`config.mk`:
```
export PLATFORM = sky130hd
export DESIGN_NAME = bip_datapath
export DESIGN_NICKNAME = d
export VERILOG_FILES = /design/src/rtl/bip_datapath.sv
export SDC_FILE = /design/constraint.sdc
export NUM_CORES = 1
export LEC_CHECK = 0
export CAP_MARGIN = 20
export CORE_UTILIZATION = 46
export DETAILED_ROUTE_END_ITERATION = 12
export PLACE_DENSITY = 0.84
export SYNTH_ARGS = -nofsm -noshare
export SYNTH_HDL_FRONTEND = slang
export SYNTH_SLANG_ARGS = --single-unit
```
`constraint.sdc`:
```
create_clock -name clk -period 4.28 [get_ports clk]
set_input_delay 0.856 -clock clk [delete_from_list [all_inputs] [get_ports clk]]
set_output_delay 0.856 -clock clk [all_outputs]
set_load 0.005 [all_outputs]
```
`src/rtl/bip_datapath.sv`:
```
// Accumulator datapath of the BIP CPU: accumulator with registered status flags,
// add/subtract ALU, immediate sign extension, data RAM interface and a profiling cycle counter.
module bip_datapath #(
    parameter int DBITS  = 16,
    parameter int OPBITS = 11
) (
    input  logic              clk,
    input  logic              reset,
    input  logic [1:0]        sel_A,
    input  logic              sel_B,
    input  logic              w_acc,
    input  logic              o_op,
    input  logic              h_flg,
    input  logic [OPBITS-1:0] operand,
    input  logic [DBITS-1:0]  ram_rdata,
    output logic [OPBITS-1:0] ram_addr,
    output logic [DBITS-1:0]  ram_wdata,
    output logic [DBITS-1:0]  acc,
    output logic              zero,
    output logic              neg,
    output logic              ovf,
    output logic [31:0]       cycles
);

    localparam logic [1:0] SEL_RAM  = 2'd0;
    localparam logic [1:0] SEL_IMM  = 2'd1;
    localparam logic [1:0] SEL_ALU  = 2'd2;
    localparam logic [1:0] SEL_HOLD = 2'd3;

    localparam logic [31:0] CYCLES_MAX = 32'hFFFF_FFFF;

    logic [DBITS-1:0] acc_q;
    logic             zero_q;
    logic             neg_q;
    logic             ovf_q;
    logic [31:0]      cycles_q;

    logic [DBITS-1:0] imm;
    logic [DBITS-1:0] b_val;
    logic [DBITS-1:0] res;
    logic             ovf_det;
    logic [DBITS-1:0] next_acc;
    logic             wr_en;

    assign imm   = {{(DBITS-OPBITS){operand[OPBITS-1]}}, operand};
    assign b_val = sel_B ? imm : ram_rdata;

    // Overflow is judged on sign bits only; the carry out of the MSB is discarded.
    always_comb begin
        res     = '0;
        ovf_det = 1'b0;
        if (o_op) begin
            res     = acc_q - b_val;
            ovf_det = (acc_q[DBITS-1] != b_val[DBITS-1]) && (res[DBITS-1] != acc_q[DBITS-1]);
        end else begin
            res     = acc_q + b_val;
            ovf_det = (acc_q[DBITS-1] == b_val[DBITS-1]) && (res[DBITS-1] != acc_q[DBITS-1]);
        end
    end

    always_comb begin
        next_acc = acc_q;
        case (sel_A)
            SEL_RAM:  next_acc = ram_rdata;
            SEL_IMM:  next_acc = imm;
            SEL_ALU:  next_acc = res;
            SEL_HOLD: next_acc = acc_q;
            default:  next_acc = acc_q;
        endcase
    end

    // Halt blocks every architectural write, whatever the decoder asks for.
    assign wr_en = w_acc & ~h_flg;

    always_ff @(posedge clk) begin
        if (reset) begin
            acc_q    <= '0;
            zero_q   <= 1'b1;
            neg_q    <= 1'b0;
            ovf_q    <= 1'b0;
            cycles_q <= '0;
        end else begin
            if (wr_en) begin
                acc_q  <= next_acc;
                zero_q <= (next_acc == '0);
                neg_q  <= next_acc[DBITS-1];
                if ((sel_A == SEL_ALU) && ovf_det) begin
                    ovf_q <= 1'b1;
                end
            end
            if (!h_flg && (cycles_q != CYCLES_MAX)) begin
                cycles_q <= cycles_q + 32'd1;
            end
        end
    end

    assign ram_addr  = operand;
    assign ram_wdata = acc_q;
    assign acc       = acc_q;
    assign zero      = zero_q;
    assign neg       = neg_q;
    assign ovf       = ovf_q;
    assign cycles    = cycles_q;

endmodule

```
After elaboration in Yosys (flattened, before gate mapping)
Cells that the tools add are included.

word-level totals
  register bits = 51
  input bits = 35
  output and inout bits = 78
  logic and storage cells = 30

cells by class
  add/subtract/negate cells = 3
  equality and inequality tests = 8
  mux-type cells = 4
  bitwise operators = 2
  reductions and logical operators = 8

operators with widths
  kind                     count
  $pmux W16 S4             1
  $add A32 B1 Y32 const B  1
  $mux W16                 2
  $ne A32 B32 Y1 const B   1
  $add A16 B16 Y16         1
  $logic_not A16 Y1        1
  $sub A16 B16 Y16         1
  $eq A2 B2 Y1 const B     2
  $logic_and A1 B1 Y1      4
  $ne A1 B1 Y1             3
  $eq A2 B1 Y1 const B     1
  $logic_not A2 Y1         1
  $reduce_and A2 Y1        1
  $and A1 B1 Y1            1
  $eq A1 B1 Y1             1
  $logic_not A1 Y1         1
  $mux W1                  1
  $not A1 Y1               1

Longest topological paths before layout
Gate-level depths: netlist of the first run.

  depth in word-level cells = 7
  depth in mapped cells = 15

Least setup slack after synthesis of the first run
Ideal clock, no wire load.

  kind = input port to flip-flop
  from = input sel_B
  to = register zero_q, in the netlist zero
  library setup time = 0.069 ns
  arrival = 4.162 ns
  data required time = 4.211 ns
  setup slack = 0.049 ns
  cell stages on the path = 14
  path buffers = 2
  cells stage by stage = clkbuf_1 > mux2i_1 > ha_1 > buf_2 > and2_1 > a221oi_1 > o211ai_1 > o211ai_1 > o311ai_2 > xnor2_1 > mux4_2 > nand4b_1 > or4_1 > o21ai_1

on the way
  cells in the longest elaborated chain, start to end = 5
  elaborated cells on any way between the ends = 6
  those cells by class = add/sub: 2; mux: 3; reduce/logical: 1

ends and longest elaborated chain
  what                                                         RTL line  source
  start: declaration                                           10        input logic sel_B,
  $mux W16 *                                                   46        assign b_val = sel_B ? imm : ram_rdata;
  $add A16 B16 Y16 / $sub A16 B16 Y16 (equally long branches)  56, 53
  $mux W16 *                                                   52        if (o_op) begin
  $pmux W16 S4 *                                               63        case (sel_A)
  $logic_not A16 Y1 *                                          85        zero_q <= (next_acc == '0);
  end signal: assignment                                       85
  end: declaration                                             33        logic zero_q;

Every way passes the cells marked *; elsewhere a longest branch is shown, timed or not.
A chain may end at the register's enable or synchronous reset.

Final worst setup path of the first run
  from = input operand[0]
  to = register zero_q, in the netlist zero

on the way
  cells in the longest elaborated chain, start to end = 5
  elaborated cells on any way between the ends = 6
  those cells by class = add/sub: 2; mux: 3; reduce/logical: 1

ends and longest elaborated chain
  what                                                         RTL line  source
  start: declaration                                           14        input logic [OPBITS-1:0] operand,
  $mux W16                                                     46
  $add A16 B16 Y16 / $sub A16 B16 Y16 (equally long branches)  56, 53
  $mux W16                                                     52
  $pmux W16 S4 *                                               63
  $logic_not A16 Y1 *                                          85

Marks and branches as above.

==> results of run 1 <==
repair_timing:
action / in CTS / in global routing
setup buffers: 3 / 2
setup endpoints to repair: 1 / 3
pin swaps: 1 / 6
gates resized for setup: 2 / 20
cells in the mapped netlist, types with 5 or more instances:
master	number
a211oi_1	12
a21oi_1	49
a22oi_1	7
a31oi_1	5
and3_1	7
buf_4	28
clkbuf_1	21
dfxtp_1	50
ha_1	34
inv_1	35
mux2i_1	16
nand2_1	56
nand2b_1	6
nand3_1	16
nand4_1	9
nor2_1	55
nor2b_1	6
nor3_1	14
o211ai_1	9
o21ai_0	27
or3_1	13
xnor2_1	18
xor2_1	19
worst max-delay path, cell delays in order:
cell             delay, ns
clkdlybuf4s50_1       0.55
mux2_4                0.20
ha_1                  0.16
inv_1                 0.05
fa_1                  0.40
o21ba_2               0.24
or2_2                 0.30
a21bo_2               0.23
a21oi_2               0.14
o21ai_0               0.10
a32oi_1               0.20
xor2_1                0.15
o21ai_0               0.12
or4_1                 0.54
o21ai_1               0.15
where the power goes:
| group | switching (W) | internal, W | leakage (nW) | total [W] |
|---|---|---|---|---|
| logic | 0.000287 | 0.000318 | 2.12 | 0.000605 |
| clock network | 0.000166 | 0.000117 | 0.0408 | 0.000284 |
| registers | 0.0000265 | 0.000478 | 0.406 | 0.000504 |
| total | 0.000480 | 0.000913 | 2.56 | 0.00139 |
cells by family after synthesis:
kind of cell | count (synthesis) | synth area share, %
fa+ha+maj | 36 | 10.3
xor+xnor | 37 | 7.20
simple gates | 203 | 22.3
buf+inv | 89 | 9.95
mux | 23 | 6.06
flops | 50 | 22.2
compound gates | 150 | 21.9
sequential cells by signal (all words and copies together) (netlist names):
signal	count
acc	16
ovf	1
cycles	32
zero	1
through the flow:
stage	utilization [%]	instances
3_5_place_dp	65.2	859
5_1_grt	67.7	872
3_3_place_gp	65.2	859
4_1_cts	66.5	870
6_report	67.7	872
2_1_floorplan	-	588
how the worst max path moves through the flow:
stage / from / to / slack (ns) / cells after the start
final: operand[0] / zero$_SDFFE_PP1P_ / 0.12 / 15
after global routing: operand[0] / zero$_SDFFE_PP1P_ / -0.009 / 15
after CTS: sel_B / zero$_SDFFE_PP1P_ / 0.009 / 18
after detailed placement: sel_B / zero$_SDFFE_PP1P_ / -0.43 / 17
after global placement: sel_B / zero$_SDFFE_PP1P_ / -0.41 / 17
after floorplan: sel_B / zero$_SDFFE_PP1P_ / 0.05 / 14
cells in the final DEF (no fill, tap or decap), types with 7 or more instances in the layout:
master | netlist | routed
xor2_1 | 19 | 19
mux2i_1 | 16 | 13
nand4_1 | 9 | 9
clkdlybuf4s50_1 | 0 | 111
o21ai_0 | 27 | 25
a211oi_1 | 12 | 11
a22oi_1 | 7 | 7
nor3_1 | 14 | 12
xnor2_1 | 18 | 18
or3_1 | 13 | 13
buf_4 | 28 | 86
nand2_1 | 56 | 56
nand3_1 | 16 | 16
dfxtp_1 | 50 | 50
a21oi_1 | 49 | 46
and3_1 | 7 | 7
nor2_1 | 55 | 55
inv_1 | 35 | 35
o211ai_1 | 9 | 9
ha_1 | 34 | 32
final cells by class:
type,count,area [um2],share of cell area (%)
well taps,129,161,2.55
flip-flops and latches,50,1000,15.8
clock buffers,5,68.8,1.09
inverters,36,135,2.13
clock inverters,3,23.8,0.375
multi-input cells,449,3150,49.7
repair buffers,200,1800,28.4
routing by layer:
layer / up-vias / GRT usage (%) / wire (um)
met5: - / 0 / 0
li1: 2377 / - / -
met3: 33 / 4.30 / 1230
met1: 2360 / 36.1 / 6080
met4: 0 / 12.3 / 407
met2: 254 / 49.2 / 7190
==> flow_metrics.env, run 1 <==
export IMPL_ios=113
export IMPL_n_antenna_cell=0
export IMPL_fmaxAchievable_mhz=241
export IMPL_cts_tree="built"
export IMPL_ys_dominant_reg_cell="dfxtp_1"
export IMPL_finalWorstSetupSlack_ns=0.123
export IMPL_tightest_slew_ns=0.658
export IMPL_syn_nets=659
export IMPL_core_area_um2=9370
export IMPL_cts_buffers=5
export IMPL_place_congestion=0.980
export IMPL_first_pass_iters=5
export IMPL_grt_use_total_pct=28.8
export IMPL_vias=5024
export IMPL_fin_crit_sh_pct=97.1
export IMPL_dp_hpwl_mm=11.7
export IMPL_drt_initial_drc_count=339
export IMPL_clock_latency_ns=0.31
export IMPL_post_route_cell_area_um2=6340
export IMPL_post_route_min_period_ns=4.16
export IMPL_grt_pass1_wl_mm=23.2
export IMPL_async_flop_share_pct=0
export IMPL_die_area_um2=10200
export IMPL_worstPathRequired_ns=4.52
export IMPL_hold_viol_final=0
export IMPL_syn_inst=588
export IMPL_h_tree_depth=2
export IMPL_die_y_um=101
export IMPL_drv_cap=0
export IMPL_yosysTopAreaCellShare_pct=22.2
export IMPL_fin_skew_ns=0.00798
export IMPL_rr_endpoint="zero$_SDFFE_PP1P_"
export IMPL_routedWlPerCell_um=17.1
export IMPL_yosys_area_top_type="dfxtp_1"
export IMPL_worst_hold_slack_ns=0.508
export IMPL_vias_per_cell=5.76
export IMPL_fin_nets=813
export IMPL_post_dp_cell_area_um2=6110
export IMPL_gr_total_overflow=0
export IMPL_synth_avg_cell_area_um2=7.66
export IMPL_rows=35
export IMPL_whs_endpoint="ovf$_SDFFE_PP0P_"
export IMPL_p_total_w=0.00139
export IMPL_synth_cell_area_um2=4500
export IMPL_yosysUniqueCellTypes=67
export IMPL_route_detailed_drc=0
export IMPL_r2r_start="acc[1]$_SDFFE_PP0P_"
export IMPL_grt_max_degree=51
export IMPL_clk_pin_slew_ns=0.10
export IMPL_fillCellCount=807
export IMPL_die_w_um=101
export IMPL_drt_total_wl_mm=14.9
export IMPL_maxSlewViolCount=0
export IMPL_ys_seq_elements=50
export IMPL_rrSetupSlack_ns=0.89
export IMPL_irDropWorstVdd_mv=0.199
export IMPL_syn_to_final_growth_pct=40.8
export IMPL_hold_path_class="reg2reg"
export IMPL_min_path_cells=2
export IMPL_p_per_area_nw_per_um2=220
export IMPL_synth_edf_count=0
export IMPL_ys_warn_count=0
export IMPL_clk_path_buf_depth=2
export IMPL_grt_pass1_vias=4753
export IMPL_ant_nets=0
export IMPL_finalSetupViolCount=0
export IMPL_r2r_cells=12
export IMPL_status="completed"
export IMPL_crit_fanout=3
export IMPL_slew_headroom_pct=55.6
export IMPL_io_buffers=112
export IMPL_end_kind="register"
export IMPL_initial_core_util_pct=48.0
export IMPL_root_buffer="clkbuf_8"
export IMPL_holdBufCountCts=0
export IMPL_leakagePower_nw=2.56
export IMPL_worstSetupPathType="in2reg"
export IMPL_start_kind="input pin"
export IMPL_drive_above_1_share_pct=17.5
export IMPL_synth_area_leaders="dfxtp_1 (22%), ha_1 (9.4%), a21oi_1 (5.4%), buf_4 (4.7%), nand2_1 (4.7%)"
export IMPL_clock_sinks=50
export IMPL_tns_ns=0
export IMPL_dpl_worst_slack_ns=-0.432
export IMPL_crit_arrival_ns=4.40
export IMPL_yosysSeqAreaShare_pct=22.2
export IMPL_min_from="ovf$_SDFFE_PP0P_"
export IMPL_antenna_found_initial=0
Power figures use the tool's default switching activity.
==> inputs of run 2 (changes only) <==
CTS_BUF_LIST = sky130_fd_sc_hd__clkbuf_16   (was not set)
==> run 2 against run 1 <==
- power up 8.7%
- combinational power up 1%
- clock power up 40%
- die area unchanged
- sequential power about the same
- maximum frequency up 0.13%
- critical path depth unchanged
- wire length up 1.2%
- global-route usage up 0.15 points
- cell count unchanged
- core utilization up 0.84 points
- critical path type unchanged
- largest power group unchanged
==> flow_metrics.env, run 2 (synthesis gave the netlist of run 1 again) <==
export IMPL_h_tree_depth=2
export IMPL_end_kind="register"
export IMPL_grt_max_degree=51
export IMPL_first_pass_iters=5
export IMPL_cts_tree="built"
export IMPL_finalWorstSetupSlack_ns=0.129
export IMPL_syn_to_final_growth_pct=42.6
export IMPL_die_area_um2=10200
export IMPL_irDropWorstVdd_mv=0.246
export IMPL_rows=35
export IMPL_leakagePower_nw=2.59
export IMPL_vias=5008
export IMPL_hold_viol_final=0
export IMPL_grt_use_total_pct=29.0
export IMPL_holdBufCountCts=0
export IMPL_clk_pin_slew_ns=0.07
export IMPL_comb_power_share_pct=40.4
export IMPL_dp_hpwl_mm=11.7
export IMPL_final_cell_mix="clkdlybuf4s50_1 (111), buf_4 (86), nand2_1 (56)"
export IMPL_power_internal_w=0.00102
export IMPL_clock_latency_ns=0.29
export IMPL_antenna_found_initial=0
export IMPL_crit_fanout=3
export IMPL_min_path_cells=2
export IMPL_finalCoreUtilization_pct=68.5
export IMPL_worst_hold_slack_ns=0.511
export IMPL_grt_pass1_wl_mm=23.4
export IMPL_start_kind="input pin"
export IMPL_slew_headroom_pct=54.9
export IMPL_clock_sinks=50
export IMPL_tightest_slew_ns=0.668
export IMPL_maxSlewViolCount=0
export IMPL_root_buffer="clkbuf_16"
export IMPL_power_share_clock_pct=26.3
export IMPL_layout_commonest_cell="clkdlybuf4s50_1"
export IMPL_post_route_min_period_ns=4.15
export IMPL_drt_total_wl_mm=15.1
export IMPL_route_detailed_drc=0
export IMPL_drv_cap=0
export IMPL_p_per_area_nw_per_um2=236
export IMPL_power_switching_w=0.000497
export IMPL_place_congestion=0.980
export IMPL_vias_per_cell=5.74
export IMPL_fmaxAchievable_mhz=241
export IMPL_p_sw_share_pct=32.9
export IMPL_initial_core_util_pct=48.0
export IMPL_dpl_worst_slack_ns=-0.432
export IMPL_largest_register_ffs=32
export IMPL_die_w_um=101
export IMPL_fin_crit_sh_pct=97.0
export IMPL_die_y_um=101
export IMPL_io_buffers=112
export IMPL_crit_arrival_ns=4.37
export IMPL_fin_nets=813
export IMPL_worstPathRequired_ns=4.50
export IMPL_cts_buffers=5
export IMPL_fin_skew_ns=0.00552
export IMPL_p_seq_share_pct=33.3
export IMPL_post_dp_cell_area_um2=6110
export IMPL_core_area_um2=9370
export IMPL_status="completed"
export IMPL_rsz0062_at_grt="false"
export IMPL_finalSetupViolCount=0
export IMPL_drive_above_1_share_pct=17.8
export IMPL_post_route_cell_area_um2=6420
export IMPL_worstSetupPathType="in2reg"
export IMPL_p_total_w=0.00151
export IMPL_ant_nets=0
export IMPL_r2r_cells=12
export IMPL_gr_total_overflow=0
export IMPL_n_antenna_cell=0
export IMPL_clk_path_buf_depth=2
export IMPL_drt_initial_drc_count=327
export IMPL_hold_path_class="reg2reg"
export IMPL_ios=113
export IMPL_grt_pass1_vias=4793
export IMPL_routedWlPerCell_um=17.3
==> run 2: cell types whose count changed in the layout (fill, tap and decap cells not counted) <==
cell / before / now
a2111oi_4: 0 / 1
fa_1: 1 / 0
o21ai_0: 25 / 24
a2111oi_2: 1 / 0
o21ai_1: 3 / 4
clkbuf_8: 5 / 0
clkbuf_16: 0 / 5
buf_6: 1 / 0
buf_8: 0 / 1
mux2i_1: 13 / 12
fa_2: 1 / 2
mux2i_2: 2 / 3
==> run 2: cell type report <==
class / count / area [um2]
tap: 129 / 161
multi-input combinational: 449 / 3170
clock buffer: 5 / 125
clock inverter: 3 / 23.8
timing repair buffer: 200 / 1800
inverter: 36 / 135
sequential: 50 / 1000
fill: 790 / 2950
==> run 2: power groups by stage <==
stage | registers [W] | logic [W] | clock network (W)
5_1_grt | 0.000505 | 0.000653 | 0.000426
2_1_floorplan | 0.000505 | 0.000311 | 0
3_5_place_dp | 0.000513 | 0.000565 | 0
4_1_cts | 0.000502 | 0.000578 | 0.000409
6_report | 0.000504 | 0.000611 | 0.000399
3_3_place_gp | 0.000512 | 0.000554 | 0
==> run 2: path summary, 6_finish.rpt <==
path	end	slack, ns	start
worst max-delay path	zero$_SDFFE_PP1P_	0.13	operand[0]
worst min register to register	cycles[9]$_SDFFE_PP0P_	0.51	cycles[9]$_SDFFE_PP0P_
worst max register to register	zero$_SDFFE_PP1P_	0.93	acc[1]$_SDFFE_PP0P_
worst min-delay path	cycles[9]$_SDFFE_PP0P_	0.51	cycles[9]$_SDFFE_PP0P_
==> run 2: repair_timing <==
| item | 4_1_cts | 5_1_grt |
|---|---|---|
| resized for setup | 3 | 24 |
| setup buffers | 3 | 2 |
| pin swaps | 2 | 8 |
| hold endpoints to repair | 0 | 0 |
| endpoints found under the setup margin | 1 | 3 |
==> run 2: per-layer routing <==
layer  global-route usage (%)  share of wire [%]  up-vias
met3                     4.23                7.9       42
met2                     49.5                 48      238
met1                     36.5                 41     2356
li1                         -                  -     2372
met5                        0                  0        -
met4                     11.7                3.2        0
==> run 2: critical path, stage by stage <==
cell	delay, ns
clkdlybuf4s50_1	0.55
mux2_4	0.20
ha_1	0.16
inv_1	0.06
fa_2	0.35
o21ba_2	0.23
or2_2	0.31
a21bo_2	0.23
a21oi_2	0.14
o21ai_0	0.10
a32oi_1	0.21
xor2_1	0.16
o21ai_0	0.12
or4_1	0.54
o21ai_1	0.16
==> run 2: stage by stage <==
step | setup TNS, ns | cells
after floorplan | 0 | 588
after global placement | -0.584 | 859
after detailed placement | -0.831 | 859
after CTS | 0 | 870
after global routing | 0 | 872
final | 0 | 872
==> inputs of run 3 (changes only) <==
CTS_CLUSTER_DIAMETER = 120   (was not set)
==> results of run 3 <==
Final layout, timing and power as in run 2 (identical DEF).
